--- src/rtl/temp_ramp_pkg.sv ---
// Shared types and constants for the temperature ramp sequencer.
// Holds the FSM state encoding, error saturation limits and the error helper.
package temp_ramp_pkg;

    typedef enum logic [2:0] {
        IDLE,
        LOAD,
        EVAL,
        WAIT,
        STEP,
        DONE
    } state_t;

    localparam int ERR_MAX = 127;
    localparam int ERR_MIN = -128;
    localparam logic [7:0] STEP_CNT_MAX = 8'd255;

    // measured - setpoint in 9 bits, clamped into the 8-bit signed range
    function automatic logic [7:0] sat_err(
        input logic signed [7:0] a,
        input logic signed [7:0] b
    );
        logic signed [8:0] d;
        d = {a[7], a} - {b[7], b};
        if (d > 9'(ERR_MAX)) begin
            return 8'(ERR_MAX);
        end else if (d < 9'(ERR_MIN)) begin
            return 8'(ERR_MIN);
        end
        return d[7:0];
    endfunction

endpackage

--- src/rtl/step_pacer.sv ---
// Down-counter that paces step pulses: loaded with STEP_DIV, ticks on expiry.
// Ports: clk, reset_n, clear (cancel), load, enable (in WAIT) -> tick.
module step_pacer #(
    parameter int STEP_DIV = 4
) (
    input  logic clk,
    input  logic reset_n,
    input  logic clear,
    input  logic load,
    input  logic enable,
    output logic tick
);

    logic [7:0] cnt;

    always_ff @(posedge clk or negedge reset_n) begin
        if (!reset_n) begin
            cnt <= 8'd0;
        end else if (clear) begin
            cnt <= 8'd0;
        end else if (load) begin
            cnt <= 8'(STEP_DIV);
        end else if (enable && cnt != 8'd0) begin
            cnt <= cnt - 8'd1;
        end
    end

    // last of the STEP_DIV wait cycles
    assign tick = enable && (cnt == 8'd1);

endmodule

--- src/rtl/temp_ramp_ctrl.sv ---
// Ramp sequencer: loads the temperature error, then paces inc/dec strobes
// until the register reads zero. Optional TEMP_RAMP_TIMEOUT_EN adds a
// MAX_STEPS limit and a timeout pulse output.
// Ports: start/cancel control, measured/setpoint, register flags in;
// load/increment/decrement/data to the register; heat/cool/busy/done/
// step_count status out.
module temp_ramp_ctrl
    import temp_ramp_pkg::*;
#(
    parameter int STEP_DIV = 4
`ifdef TEMP_RAMP_TIMEOUT_EN
    ,
    parameter int MAX_STEPS = 200
`endif
) (
    input  logic              clk,
    input  logic              reset_n,
    input  logic              start,
    input  logic              cancel,
    input  logic signed [7:0] measured,
    input  logic signed [7:0] setpoint,
    input  logic              negative,
    input  logic              positive,
    input  logic              zero,
    output logic              load,
    output logic              increment,
    output logic              decrement,
    output logic [7:0]        data,
    output logic              heat,
    output logic              cool,
    output logic              busy,
    output logic              done,
`ifdef TEMP_RAMP_TIMEOUT_EN
    output logic              timeout,
`endif
    output logic [7:0]        step_count
);

    state_t state;
    state_t next_state;
    logic   tick;
    logic   limit;

`ifdef TEMP_RAMP_TIMEOUT_EN
    assign limit = (step_count >= 8'(MAX_STEPS));
`else
    assign limit = 1'b0;
`endif

    step_pacer #(
        .STEP_DIV(STEP_DIV)
    ) u_pacer (
        .clk    (clk),
        .reset_n(reset_n),
        .clear  (cancel),
        .load   (state == EVAL),
        .enable (state == WAIT),
        .tick   (tick)
    );

    always_ff @(posedge clk or negedge reset_n) begin
        if (!reset_n) begin
            state <= IDLE;
        end else begin
            state <= next_state;
        end
    end

    always_comb begin
        next_state = state;
        if (cancel) begin
            next_state = IDLE;
        end else begin
            unique case (state)
                IDLE: if (start) next_state = LOAD;
                LOAD: next_state = EVAL;
                EVAL: begin
                    if (zero) begin
                        next_state = DONE;
                    end else if (limit) begin
                        next_state = IDLE;
                    end else if (negative || positive) begin
                        next_state = WAIT;
                    end
                end
                WAIT: if (tick) next_state = STEP;
                STEP: next_state = EVAL;
                DONE: next_state = IDLE;
                default: next_state = IDLE;
            endcase
        end
    end

    always_comb begin
        load      = (state == LOAD);
        increment = (state == STEP) && heat;
        decrement = (state == STEP) && cool;
        done      = (state == DONE);
        busy      = (state != IDLE);
    end

    // direction is re-latched from the flags on every EVAL
    always_ff @(posedge clk or negedge reset_n) begin
        if (!reset_n) begin
            data       <= 8'd0;
            step_count <= 8'd0;
            heat       <= 1'b0;
            cool       <= 1'b0;
`ifdef TEMP_RAMP_TIMEOUT_EN
            timeout    <= 1'b0;
`endif
        end else begin
`ifdef TEMP_RAMP_TIMEOUT_EN
            timeout <= 1'b0;
`endif
            if (cancel) begin
                heat <= 1'b0;
                cool <= 1'b0;
            end else begin
                unique case (state)
                    IDLE: begin
                        if (start) begin
                            data       <= sat_err(measured, setpoint);
                            step_count <= 8'd0;
                        end
                    end
                    EVAL: begin
                        if (zero || limit) begin
                            heat <= 1'b0;
                            cool <= 1'b0;
`ifdef TEMP_RAMP_TIMEOUT_EN
                            timeout <= !zero;
`endif
                        end else if (negative) begin
                            heat <= 1'b1;
                            cool <= 1'b0;
                        end else if (positive) begin
                            heat <= 1'b0;
                            cool <= 1'b1;
                        end
                    end
                    STEP: begin
                        if (step_count != STEP_CNT_MAX) begin
                            step_count <= step_count + 8'd1;
                        end
                    end
                    default: ;
                endcase
            end
        end
    end

endmodule

--- config.mk ---
export PLATFORM = sky130hd
export DESIGN_NAME = temp_ramp_ctrl
export DESIGN_NICKNAME = d
export VERILOG_FILES = /design/src/rtl/temp_ramp_pkg.sv /design/src/rtl/step_pacer.sv /design/src/rtl/temp_ramp_ctrl.sv
export SDC_FILE = /design/constraint.sdc
export NUM_CORES = 1
export LEC_CHECK = 0
export BUFFER_PORTS_ARGS = -buffer_cell sky130_fd_sc_hd__buf_4
export CAP_MARGIN = 20
export CORE_MARGIN = 10
export CORE_UTILIZATION = 54
export DETAILED_ROUTE_END_ITERATION = 8
export PLACE_DENSITY_LB_ADDON = 0.3
export SLEW_MARGIN = 20
export SYNTH_ARGS = -nofsm -noshare
export SYNTH_HDL_FRONTEND = slang
export SYNTH_HIERARCHICAL = 1
export SYNTH_SLANG_ARGS = --single-unit
export TNS_END_PERCENT = 30
--- constraint.sdc ---
create_clock -name clk -period 2.85 [get_ports clk]
set_input_delay 0.1425 -clock clk [delete_from_list [all_inputs] [get_ports clk]]
set_output_delay 0.1425 -clock clk [all_outputs]
set_load 0.02 [all_outputs]
# --- After elaboration in Yosys (flattened, before gate mapping) ---
# Cells that the tools add are included.
op_classes:
  n_addsub: 3
  order_cmp: 2
  eq_ne: 12
  mux: 30
  n_bitwise: 1
  reduce_logical: 17
ops:
  columns: ["op", "count"]
  rows:
  - ["two-way mux 8 bit", 8]
  - ["one-hot mux 8 bit (2 select lines)", 1]
  - ["two-way mux 1 bit", 15]
  - ["two-way mux 3 bit", 5]
  - ["one-hot mux 3 bit (4 select lines)", 1]
  - ["greater-than comparator 9 x 8 -> 1 bit (second input constant)", 1]
  - ["less-than comparator 9 x 8 -> 1 bit (second input constant)", 1]
  - ["subtractor 8 x 8 -> 9 bit", 1]
  - ["adder 8 x 1 -> 8 bit (second input constant)", 1]
  - ["equality test 8 x 1 -> 1 bit (second input constant)", 1]
  - ["inequality test 8 bit (second input constant)", 1]
  - ["nonzero test 8 bit", 1]
  - ["subtractor 8 x 1 -> 8 bit (second input constant)", 1]
  - ["equality test 3 x 2 -> 1 bit (second input constant)", 2]
  - ["equality test 3 bit (second input constant)", 2]
  - ["inequality test 3 bit (second input constant)", 2]
  - ["AND reduction 3 bit", 2]
  - ["nonzero test 3 bit", 2]
  - ["logical AND 1 bit", 4]
  - ["inequality test 4 bit (second input constant)", 1]
  - ["AND reduction 4 bit", 1]
  - ["nonzero test 2 bit", 2]
  - ["nonzero test 4 bit", 1]
  - ["equality test 3 x 1 -> 1 bit (second input constant)", 1]
  - ["other kinds (7)", 7]
totals:
  register_bits: 29
  in_bits: 23
  output_inout_bits: 23
  wordCells: 71

# --- Depth between registers and ports, before layout ---
depth:
  ltp_word: 8
  depth_mapped: 9
  ltp_nobuf: 9

# --- By module ---
# The synthesis kept the hierarchy.
modules_own_cells:
  columns: ["mod", "instances", "cells_per_inst", "area_each_um2", "seq_area_each_um2"]
  rows:
  - ["temp_ramp_ctrl", 1, 175, 1542.7, 525.5]
  - ["step_pacer", 1, 51, 498.0, 200.2]

# --- Worst setup path before layout ---
# No wires, ideal clock.
synth_path:
  path_kind: "reg2reg"
  startpoint: "reg state[1]"
  endpoint: "reg u_pacer.cnt[7]"
  setup_ns: 0.077
  t_arrival_ns: 1.999
  slack_ns: 0.774
  path_stages_with_launch: 7
  path_buffers: 1
  cell_sequence: "dfrtp_1 > clkbuf_1 > nand2b_1 > nor2_1 > or4b_4 > or4_1 > a21oi_1"
synth_via:
  elab_chain_len: 3
synth_lines:
  columns: ["item", "line_no", "rtl"]
  rows:
  - ["start, declared", "temp_ramp_ctrl.sv:39", "state_t state;"]
  - ["start signal, assigned", "temp_ramp_ctrl.sv:65", "state <= next_state;"]
  - ["equality test 3 x 2 -> 1 bit (on tied branches)", "temp_ramp_ctrl.sv:56, temp_ramp_ctrl.sv:57", null]
  - ["two-way mux 8 bit or logical AND 1 bit (tied branches)", "step_pacer.sv:21, step_pacer.sv:23", null]
  - ["two-way mux 8 bit or nonzero test 3 bit (tied branches)", null, null]
  - ["end signal, assigned", "step_pacer.sv:22", "cnt <= 8'(STEP_DIV);"]
  - ["end signal, assigned", "step_pacer.sv:24", "cnt <= cnt - 8'd1;"]
  - ["end, declared", "step_pacer.sv:14", "logic [7:0] cnt;"]
# Parallel ways exist; a longest one is shown, timed or not.
# A chain may end at the register's enable or synchronous reset.

# --- Final worst setup path ---
layout_path:
  startpoint: "reg state[2]"
  endpoint: "reg u_pacer.cnt[7]"
# Same word-level chain as after synthesis.

==> impl_metrics.prom <==
# TYPE chip_impl_metric gauge
chip_impl_metric{name="clock_sink_count",unit=""} 29
chip_impl_metric{name="grt_pass1_wl",unit="mm"} 7.46
chip_impl_metric{name="postRouteWirelength",unit="mm"} 4.53
chip_impl_metric{name="areaGrowthSynthToFinish",unit="%"} 23.3
chip_impl_metric{name="crit_fanout",unit=""} 13
chip_impl_metric{name="min_hold_slack",unit="ns"} 0.119
chip_impl_metric{name="post_synth_instance_area",unit="um2"} 2040
chip_impl_info{name="synth_flop_cell",value="dfrtp_1"} 1
chip_impl_info{name="startpoint_of_the_worst_hold_path",value="cancel"} 1
chip_impl_metric{name="flip_flop_and_latch_count_after_synthesis",unit=""} 29
chip_impl_metric{name="power.ir.vdd_worst",unit="V"} 0.000282
chip_impl_info{name="reg2reg_from",value="state[2]$_DFFE_PN0P_"} 1
chip_impl_metric{name="cts.repair.resized",unit=""} 0
chip_impl_info{name="min-delay-path-class",value="input port to register"} 1
chip_impl_info{name="timing.critical_path.cells",value="nand2b_1 -> nor2_1 -> or4b_4 -> or4_1 -> a21oi_1"} 1
chip_impl_metric{name="largest_incremental_delay_on_the_critical_path",unit="ns"} 0.53
chip_impl_metric{name="hold_depth",unit=""} 2
chip_impl_info{name="critical_path_sink_type",value="register"} 1
chip_impl_metric{name="final.period_utilization",unit="%"} 80.0
chip_impl_metric{name="synth.top_cell.area_share",unit="%"} 35.6
chip_impl_metric{name="hpwlAfterDp",unit="mm"} 3.52
chip_impl_metric{name="holdBufCountCts",unit=""} 1
chip_impl_metric{name="layoutNonFillerInstCount",unit=""} 323
chip_impl_info{name="grt_setup_unrepaired",value="false"} 1
chip_impl_metric{name="fillers",unit=""} 307
chip_impl_metric{name="clock_insertion_delay_worst_skew",unit="ns"} 0.28
chip_impl_metric{name="num_io_pins",unit=""} 46
chip_impl_metric{name="drtIter0Drc",unit=""} 81
chip_impl_metric{name="route.antenna.remaining_nets",unit=""} 0
chip_impl_metric{name="grt_pass1_vias",unit=""} 1702
chip_impl_metric{name="final_period_minus_worst_setup_slack",unit="ns"} 2.28
chip_impl_info{name="critPathKind",value="register to register"} 1
chip_impl_metric{name="finalHoldViolCount",unit=""} 0
chip_impl_metric{name="synth_cells",unit=""} 226
chip_impl_metric{name="clock_tree.buffer_depth",unit=""} 2
chip_impl_metric{name="leakage",unit="nW"} 1.13
chip_impl_metric{name="post_synth.cell_area_avg",unit="um2"} 9.03
chip_impl_metric{name="drt-wirelength-per-cell",unit="um"} 14.0
chip_impl_metric{name="grt_remaining_overflow",unit=""} 0
chip_impl_info{name="status",value="finished, final reports clean"} 1
chip_impl_metric{name="die-area",unit="um2"} 6640
chip_impl_metric{name="via_count",unit=""} 1836
chip_impl_metric{name="worst-slew-pin-transition",unit="ns"} 0.614
chip_impl_metric{name="area.sequential",unit="um2"} 726
chip_impl_metric{name="fraction_of_registers_with_async_set_or_reset_after_synthesis",unit="%"} 100
chip_impl_metric{name="remaining_drc_errors",unit=""} 0
chip_impl_metric{name="timing.slew.headroom",unit="%"} 58.8
chip_impl_metric{name="htree_num_levels",unit=""} 2
chip_impl_metric{name="grt.total_usage",unit="%"} 13.9
chip_impl_metric{name="critPathArrivalTime",unit="ns"} 2.48
chip_impl_info{name="cts_root_buf",value="clkbuf_8"} 1
chip_impl_info{name="synth.largest_area_cell",value="dfrtp_1"} 1
chip_impl_metric{name="coreArea",unit="um2"} 3660
chip_impl_metric{name="netlist-cell-type-count",unit=""} 58
chip_impl_metric{name="synth_edf_count",unit=""} 0
chip_impl_metric{name="port-buffer-count",unit=""} 45
chip_impl_metric{name="tritoncts.num_buffers",unit=""} 5
chip_impl_info{name="tritoncts",value="built"} 1
chip_impl_metric{name="report.final.setup_viol",unit=""} 0
chip_impl_metric{name="cell_count_after_placement",unit=""} 315
chip_impl_metric{name="multi_input_comb_area",unit="um2"} 1220
chip_impl_metric{name="cts_setup_buffers",unit=""} 0
chip_impl_metric{name="rows",unit=""} 22
chip_impl_info{name="critPathLaunchType",value="register"} 1
chip_impl_metric{name="synth_seq_area_share",unit="%"} 35.6
chip_impl_metric{name="start_util",unit="%"} 55.7
chip_impl_metric{name="fmax",unit="GHz"} 0.439
chip_impl_info{name="ys_top_cells_by_area",value="dfrtp_1, ha_1, nand2_1, nor2_1, xnor2_1"} 1
chip_impl_metric{name="fp.dieH",unit="um"} 81.5
chip_impl_info{name="most_common_cell_after_layout_fill_and_taps_aside",value="buf_4"} 1
chip_impl_metric{name="regToRegSetupSlack",unit="ns"} 0.57
chip_impl_metric{name="gp_routability_congestion",unit=""} 0.846
chip_impl_metric{name="number_of_max_capacitance_violations_reported",unit=""} 0
chip_impl_info{name="r2r_end",value="u_pacer/cnt[7]$_DFFE_PN0P_"} 1
chip_impl_metric{name="insertedDiodeCount",unit=""} 0
chip_impl_metric{name="chipWidth",unit="um"} 81.5
chip_impl_metric{name="post_drt_via_cell_ratio",unit=""} 5.68
chip_impl_metric{name="clk_pin_slew",unit="ns"} 0.06
chip_impl_metric{name="detailedRoute.firstPassIterationCount",unit=""} 4
chip_impl_metric{name="layout.nets",unit=""} 310
chip_impl_info{name="most_frequent_cells_in_the_layout",value="buf_4, dfrtp_1, nand2_1"} 1
chip_impl_metric{name="final_layout_setup_total_negative_slack",unit="ns"} 0
chip_impl_metric{name="synthesis.nets",unit=""} 261
chip_impl_metric{name="grt_start_max_net_pins",unit=""} 30
chip_impl_info{name="holdPathEnd",value="u_pacer/cnt[2]$_DFFE_PN0P_"} 1
chip_impl_metric{name="power.density_cell_area",unit="nW/um2"} 524
chip_impl_metric{name="ff2ff_path_depth",unit=""} 5
chip_impl_metric{name="final-max-slew-violation-count",unit=""} 0
chip_impl_metric{name="drive_above_1_share",unit="%"} 25.8
chip_impl_info{name="critPathSlowestCell",value="or4b_4"} 1
chip_impl_metric{name="largest_clock_skew_in_the_final_design",unit="ns"} 0.00504
chip_impl_metric{name="yosysWarnings",unit=""} 6
chip_impl_metric{name="antenna_found_initial",unit=""} 0
chip_impl_metric{name="data_required_time_of_the_worst_path",unit="ns"} 3.05
flip-flops by register name, summed over array words and instances, names as in the netlist:
register     count
cool             1
data             8
state            3
heat             1
u_pacer/cnt      8
step_count       8
area by class of cell:
type | count | area share, %
inverters | 18 | 2.69
repair buffers | 47 | 14.1
clock buffers | 7 | 3.43
multi-input cells | 174 | 48.5
flip-flops and latches | 29 | 28.8
well taps | 48 | 2.39
Yosys cell counts (all sizes together), types with 2 or more instances:
| master | count |
|---|---|
| dfrtp | 29 |
| nand2 | 23 |
| nor2 | 21 |
| inv | 18 |
| a21oi | 15 |
| ha | 11 |
| o21ai | 11 |
| a31oi | 8 |
| nor3 | 8 |
| xnor2 | 8 |
| o31ai | 7 |
| nor4 | 6 |
| a211oi | 5 |
| clkbuf | 4 |
| nand2b | 4 |
| nand3 | 4 |
| or3 | 4 |
| or4 | 3 |
| xor2 | 3 |
| a211o | 2 |
| a2bb2oi | 2 |
| and3 | 2 |
| mux2i | 2 |
| nor3b | 2 |
| o211ai | 2 |
| or2 | 2 |
stage by stage:
| stage | instance area, um2 | power [mW] | worst slack (ns) | util (%) |
|---|---|---|---|---|
| after floorplan | 2040 | 0.821 | 0.774 | - |
| after detailed placement | 2420 | 0.998 | 0.614 | 66.1 |
| after global placement | 2420 | 0.991 | 0.700 | 66.1 |
| after global routing | 2520 | 1.41 | 0.461 | 68.7 |
| final | 2520 | 1.32 | 0.570 | 68.7 |
| after CTS | 2520 | 1.34 | 0.594 | 68.7 |
where the power goes:
part / leakage (nW) / switching, mW / internal [mW]
registers: 0.390 / 0.0478 / 0.469
logic: 0.698 / 0.271 / 0.200
clock network: 0.0443 / 0.140 / 0.191
worst max-delay path by stage:
stage	cells past startpoint	startpoint	to	slack (ns)
2_1_floorplan	6	state[1]$_DFFE_PN0P_	u_pacer/cnt[7]$_DFFE_PN0P_	0.77
3_3_place_gp	5	state[2]$_DFFE_PN0P_	u_pacer/cnt[7]$_DFFE_PN0P_	0.70
3_5_place_dp	5	state[2]$_DFFE_PN0P_	u_pacer/cnt[7]$_DFFE_PN0P_	0.61
4_1_cts	5	state[2]$_DFFE_PN0P_	u_pacer/cnt[7]$_DFFE_PN0P_	0.59
5_1_grt	5	state[2]$_DFFE_PN0P_	u_pacer/cnt[7]$_DFFE_PN0P_	0.46
6_report	5	state[2]$_DFFE_PN0P_	u_pacer/cnt[7]$_DFFE_PN0P_	0.57
routing by layer:
metal | share of wire, % | GRT usage [%]
met2 | 49 | 23.6
met1 | 42 | 15.8
met3 | 7.5 | 3.60
met5 | 0 | 0
met4 | 1.7 | 6.75
cells by family after synthesis:
| logic type | count (synthesis) | share of synthesized area, % |
|---|---|---|
| XOR/XNOR | 11 | 4.72 |
| AND/OR/NAND/NOR | 87 | 22.8 |
| adder cells (fa/ha/maj) | 12 | 7.73 |
| flip-flops | 29 | 35.6 |
| AO/OA/AOI/OAI | 62 | 23.6 |
| buffers and inverters | 23 | 4.60 |
| multiplexers | 2 | 0.981 |
critical path, delay by kind of cell, from the launching register on:
family	cells	cell delay, ns
DFF	1	0.50
AOI/OAI and AO/OA	1	0.15
and+or+nand+nor	4	1.55
No activity file was read; power rests on OpenSTA's default activity.
